<file path="src/rtl/block_coef_db.sv">
// ---------------------------------------------------------------------------
// block_coef_db
// Double-buffered coefficient store. A new set of NUM_COEF coefficients is
// streamed into the shadow bank while the active bank keeps driving coef_o.
// After the last coefficient arrives, the banks swap, either automatically
// (AUTO_SWAP=1) or on a swap_i request (AUTO_SWAP=0). Because of this, coef_o
// never shows a partially written set.
//
// Ports
//   clk           : clock; all state changes happen on its rising edge
//   rst           : asynchronous, active-low reset
//   start_i       : begin (or restart) loading a coefficient set
//   coef_i        : coefficient data
//   coef_valid_i  : coef_i is valid
//   coef_ready_o  : high only in LOAD; a transfer is coef_valid_i in LOAD
//   swap_i        : manual swap request (used only when AUTO_SWAP=0)
//   abort_i       : discard the load in progress
//   err_clr_i     : clear err_o (a simultaneous error set wins)
//   coef_o        : active set; coefficient k is at [k*COEF_W +: COEF_W]
//   bank_sel_o    : index of the active bank
//   load_done_o   : one-cycle pulse in the cycle after a swap
//   busy_o        : FSM is not in IDLE
//   count_o       : coefficients accepted in the current load
//   err_o         : sticky protocol-error flag
// ---------------------------------------------------------------------------
module block_coef_db #(
  parameter int COEF_W    = 12,
  parameter int NUM_COEF  = 16,
  parameter int AUTO_SWAP = 1,
  localparam int CNT_W    = $clog2(NUM_COEF + 1)
) (
  input  logic                       clk,
  input  logic                       rst,
  input  logic                       start_i,
  input  logic [COEF_W-1:0]          coef_i,
  input  logic                       coef_valid_i,
  output logic                       coef_ready_o,
  input  logic                       swap_i,
  input  logic                       abort_i,
  input  logic                       err_clr_i,
  output logic [NUM_COEF*COEF_W-1:0] coef_o,
  output logic                       bank_sel_o,
  output logic                       load_done_o,
  output logic                       busy_o,
  output logic [CNT_W-1:0]           count_o,
  output logic                       err_o
);

  localparam int IDX_W = $clog2(NUM_COEF);

  typedef enum logic [1:0] {
    IDLE = 2'd0,
    LOAD = 2'd1,
    PEND = 2'd2
  } state_t;

  state_t                     state_reg;
  logic [CNT_W-1:0]           count_reg;
  logic                       bank_sel_reg;
  logic                       load_done_reg;
  logic                       err_reg;
  logic [NUM_COEF*COEF_W-1:0] bank0_reg;
  logic [NUM_COEF*COEF_W-1:0] bank1_reg;

  logic                       err_set;
  logic [IDX_W-1:0]           wr_idx;

  // Write index for the shadow bank. count_reg is always below NUM_COEF
  // while in LOAD, so the low bits are sufficient.
  assign wr_idx = count_reg[IDX_W-1:0];

  // Protocol errors: data offered outside LOAD, or a restart while a load is
  // already in progress. An abort overrides the restart, so that case does
  // not count as an error.
  assign err_set = (coef_valid_i && (state_reg != LOAD)) ||
                   (start_i && (state_reg != IDLE) && !abort_i);

  always_ff @(posedge clk or negedge rst) begin
    if (!rst) begin
      state_reg     <= IDLE;
      count_reg     <= '0;
      bank_sel_reg  <= 1'b0;
      load_done_reg <= 1'b0;
      err_reg       <= 1'b0;
      bank0_reg     <= '0;
      bank1_reg     <= '0;
    end else begin
      load_done_reg <= 1'b0;
      err_reg       <= err_set | (err_reg & ~err_clr_i);

      case (state_reg)
        IDLE: begin
          if (start_i) begin
            state_reg <= LOAD;
            count_reg <= '0;
          end
        end

        LOAD: begin
          if (abort_i) begin
            state_reg <= IDLE;
          end else if (start_i) begin
            count_reg <= '0;
          end else if (coef_valid_i) begin
            // Only the shadow bank (the one not selected) is ever written.
            if (bank_sel_reg)
              bank0_reg[wr_idx*COEF_W +: COEF_W] <= coef_i;
            else
              bank1_reg[wr_idx*COEF_W +: COEF_W] <= coef_i;
            count_reg <= count_reg + 1'b1;
            if (count_reg == CNT_W'(NUM_COEF - 1))
              state_reg <= PEND;
          end
        end

        PEND: begin
          if (abort_i) begin
            state_reg <= IDLE;
          end else if (start_i) begin
            // A restart discards the pending set instead of swapping it in.
            state_reg <= LOAD;
            count_reg <= '0;
          end else if ((AUTO_SWAP != 0) || swap_i) begin
            bank_sel_reg  <= ~bank_sel_reg;
            load_done_reg <= 1'b1;
            state_reg     <= IDLE;
          end
        end

        default: state_reg <= IDLE;
      endcase
    end
  end

  assign coef_o       = bank_sel_reg ? bank1_reg : bank0_reg;
  assign bank_sel_o   = bank_sel_reg;
  assign load_done_o  = load_done_reg;
  assign busy_o       = (state_reg != IDLE);
  assign coef_ready_o = (state_reg == LOAD);
  assign count_o      = count_reg;
  assign err_o        = err_reg;

endmodule

</file>
<file path="config.mk">
export PLATFORM = sky130hd
export DESIGN_NAME = block_coef_db
export DESIGN_NICKNAME = d
export VERILOG_FILES = /design/src/rtl/block_coef_db.sv
export SDC_FILE = /design/constraint.sdc
export NUM_CORES = 1
export LEC_CHECK = 0
export CAP_MARGIN = 20
export CORE_MARGIN = 8
export CORE_UTILIZATION = 45
export CTS_CLUSTER_SIZE = 10
export DETAILED_ROUTE_END_ITERATION = 10
export GPL_TIMING_DRIVEN = 0
export HOLD_SLACK_MARGIN = 0.02
export PLACE_DENSITY = 0.69
export RECOVER_POWER = 50
export SYNTH_ARGS = -nofsm -noshare
export SYNTH_HDL_FRONTEND = slang
export SYNTH_SLANG_ARGS = --single-unit
</file>
<file path="constraint.sdc">
create_clock -name clk -period 3.65 [get_ports clk]
set_clock_uncertainty 0.15 [all_clocks]
set_input_delay 0.73 -clock clk [delete_from_list [all_inputs] [get_ports clk]]
set_output_delay 0.73 -clock clk [all_outputs]
set_load 0.02 [all_outputs]
</file>
==> reports/qor.log <==
qor: placed_design.place_inst 2,422
qor: detailed_routing.drt_first_iter_violations 1,292
qor: timing.rsz_0062_raised_after_global_routing true
qor: clock_tree.htreeDepth 2
qor: placed_design.routabilityCongestion 0.973
qor: min_path.hold_path.class reg -> reg
qor: floorplan.initial_standard_cell_utilization_of_the_core 45.2%
qor: critical_path.ff2ff_path_depth 13
qor: status.failing_checks capacitance limit, slew limit
qor: global_route.grt_antenna_before_repair 0
qor: global_route.grt_usage 24.1%
qor: detailed_routing.via_count 14,600
qor: detailed_routing.vias_per_cell 5.83
qor: detailed_routing.maxUsedRoutingLayer met4
qor: critical_path.required 3.95 ns
qor: status.status finished with violations
qor: synth.synth_nets 1,642
qor: cells_and_area.finalNetCount 1,924
qor: min_path.min_delay_path_depth 2
qor: cells_and_area.post-route-util 56.6%
qor: detailed_routing.routed-wl-met3 4510 µm
qor: placed_design.hpwl_dp 45,900 µm
qor: critical_path.cpPeakStageDelay 0.47 ns
qor: critical_path.crit_path_cell_trace ha_1, buf_4, a21oi_4, xnor2_4, nand2_2, a21oi_2, ha_4, clkinv_2, o211ai_1, nor4_1, and4_2, a31oi_4, mux2_2
qor: timing.worst_pin_slew 2.56 ns
qor: critical_path.critPathKind reg -> reg
qor: global_route.grt_first_pass_wirelength 93,600 µm
qor: synth.syn_inst 1,615
qor: timing.final_setup_margin 0.0238 ns
qor: timing.fin_hold_ws 0.328 ns
qor: detailed_routing.final_antenna_net_count 0
qor: power.power.leakage 11.7 nW
qor: synth.post_synth_num_cell_types 69
qor: critical_path.critical_path.top_delay_family simple AND/OR/NAND/NOR gates
qor: clock_tree.clk_pin_slew 0.06 ns
qor: clock_tree.cts_buffers 46
qor: global_route.largest_net_degree_at_the_start_of_global_routing 121
qor: synth.synthesis.yosys.warnings 0
qor: power.p_per_area 410 nW/µm²
qor: critical_path.path_max_fanout 10
qor: cells_and_area.fin_cells 2,497
qor: critical_path.cp_slowest_cell sky130_fd_sc_hd__and4_2
qor: timing.finalSetupViolations 0
qor: synth.syn-mean-instance-area 12.3 µm²
qor: clock_tree.clk-insertion-delay-late 0.56 ns
qor: timing.final.setup.tns 0 ns
qor: synth.proportion_of_synthesized_flip_flops_having_asynchronous_set_or_reset 100%
qor: clock_tree.clock_tree.buffer_depth 3
qor: floorplan.die_outline_area 51,100 µm²
qor: floorplan.floorplan.io_pins 221
qor: critical_path.worst-endpoint-arrival 3.93 ns
qor: timing.layout_min_cycle_time 3.63 ns
qor: clock_tree.cts.sink_count 394
qor: synth.top_ff_cell_synth sky130_fd_sc_hd__dfrtp_1
qor: flow_run.timing.max_cap.violations 1
qor: placed_design.placement.setup.worst_slack -0.740 ns
qor: cells_and_area.num-fill-cells 3,700
qor: detailed_routing.wl_per_cell 24.9 µm
qor: critical_path.r2r_slack 0.02 ns
qor: synth.synth-seq-cells 394
qor: floorplan.placementRows 77
qor: timing.fin_crit_sh 99.3%
qor: detailed_routing.wl_met2 29,400 µm
qor: synth.synth_edf_count 0
qor: timing.max_clock_freq 276 MHz
qor: critical_path.critical_path.n_buffers_inverters 2
qor: clock_tree.cts.root.buffer_cell sky130_fd_sc_hd__clkbuf_16
qor: timing.final-hold-violation-count 0
qor: critical_path.cp-end-kind register
qor: floorplan.fp.dieH 226 µm
qor: synth.synth.cells.most_frequent sky130_fd_sc_hd__mux2_2, sky130_fd_sc_hd__dfrtp_1, sky130_fd_sc_hd__nor2_1
qor: cells_and_area.fraction_of_layout_instances_using_a_drive_strength_above_1 40.1%
qor: placed_design.buffer_ports.inserted 211
qor: detailed_routing.postRouteWirelength 62,200 µm
qor: detailed_routing.drtPass1Iterations 6
qor: floorplan.coreArea 43,900 µm²
qor: power.max-vdd-ir-drop 0.316 mV
qor: synth.synth_sequential_area_ratio 49.6%
qor: global_route.grt_overflow_total 0
qor: critical_path.worst_setup_path_start_kind register
qor: floorplan.die_width 226 µm
qor: synth.synth_top_cell_area_share 49.6%
qor: timing.final_max_slew_violation_count 97
qor: clock_tree.holdBufCountCts 0
qor: power.power 10.2 mW
qor: clock_tree.cts_tree built
qor: detailed_routing.m1WireLength 26,200 µm
qor: synth.synthMostInstantiatedCell sky130_fd_sc_hd__mux2_2
qor: critical_path.path_depth 13
qor: detailed_routing.count_of_unresolved_drc_violations_after_routing 0
qor: timing.slew-limit-headroom -70.9%
qor: synth.synthTopCellsByArea sky130_fd_sc_hd__dfrtp_1, sky130_fd_sc_hd__mux2_2, sky130_fd_sc_hd__nor2_1
qor: cells_and_area.area_growth 25.0%
qor: global_route.grt_pass1_vias 15,100
qor: cells_and_area.final_cell_area 24,900 µm²
qor: synth.synth.largest_area_cell sky130_fd_sc_hd__dfrtp_1
qor: synth.synth.cell_area 19,900 µm²
qor: placed_design.placedInstanceArea 22,800 µm²
qor: cells_and_area.antennaDiodeCount 0
## worst register-to-register path: cells and delay by family, from the launching register on
kind / cells / cell delay [ns]
DFF: 1 / 0.43
adders and majority gates: 2 / 0.56
and+or+nand+nor: 3 / 0.86
muxes: 1 / 0.32
AOI/OAI and AO/OA: 4 / 0.66
xor gates and xnor gates: 1 / 0.16
buffers and inverters: 2 / 0.38
## cell families (layout without fill, tap and decap cells)
logic type / count (synthesis) / count (layout) / share of synthesized area [%]
xor+xnor: 11 / 11 / 0.894
fa+ha+maj: 8 / 8 / 0.504
simple gates: 359 / 359 / 9.29
buf+inv: 119 / 409 / 2.49
flops: 394 / 394 / 49.6
compound gates: 170 / 170 / 5.93
mux: 554 / 554 / 31.3
## report_power, final
part	switching (mW)	internal, mW
sequential	0.0221	4.42
clock	1.70	2.40
combinational	1.22	0.432
## final timing paths
kind	start	end
setup / recovery	count_o[1]	bank1_reg[8]
hold / removal	bank1_reg[81]	bank1_reg[81]
setup reg to reg	count_o[1]	bank1_reg[8]
hold reg to reg	bank1_reg[81]	bank1_reg[81]
max in group asynchronous	rst	bank0_reg[87]
min in group asynchronous	rst	bank0_reg[5]
## routing by layer
metal	GRT usage [%]	vias up
met5	0	-
met2	39.0	536
met4	8.19	0
met1	32.0	7471
li1	-	6429
met3	4.87	126
## layout make-up
cell class	instances	area (µm²)	share of cell area [%]
Multi-Input combinational cell	1102	9960	40.1
Inverter	34	131	0.529
Timing Repair Buffer	237	2380	9.57
Buffer	82	487	1.96
Clock buffer	52	1210	4.89
Sequential cell	394	9860	39.7
Clock inverter	4	70.1	0.282
Tap cell	592	741	2.98
## cell usage in the layout (no fill, tap or decap), types with 9 or more instances in the layout
master	n
sky130_fd_sc_hd__and3_1	9
sky130_fd_sc_hd__nand3_2	9
sky130_fd_sc_hd__dfrtp_1	391
sky130_fd_sc_hd__nor2_2	9
sky130_fd_sc_hd__a21o_1	16
sky130_fd_sc_hd__buf_4	29
sky130_fd_sc_hd__nand2_1	84
sky130_fd_sc_hd__nand3_1	64
sky130_fd_sc_hd__nor2_1	77
sky130_fd_sc_hd__nor4_1	10
sky130_fd_sc_hd__clkbuf_4	12
sky130_fd_sc_hd__a21oi_1	37
sky130_fd_sc_hd__clkdlybuf4s50_1	209
sky130_fd_sc_hd__mux2_2	533
sky130_fd_sc_hd__nor3_1	14
sky130_fd_sc_hd__a22o_1	9
sky130_fd_sc_hd__clkbuf_16	48
sky130_fd_sc_hd__and2_1	12
sky130_fd_sc_hd__clkbuf_1	26
sky130_fd_sc_hd__mux2i_1	16
sky130_fd_sc_hd__inv_1	32
sky130_fd_sc_hd__o21ai_0	25
sky130_fd_sc_hd__clkbuf_2	20
## timing repair
action | in CTS | in global routing
setup endpoints to repair | 564 | 343
cloned | 0 | 0
setup buffers | 9 | 13
resized for setup | 98 | 68
pin swaps | 7 | 11
No activity file was read; power rests on OpenSTA's default activity.
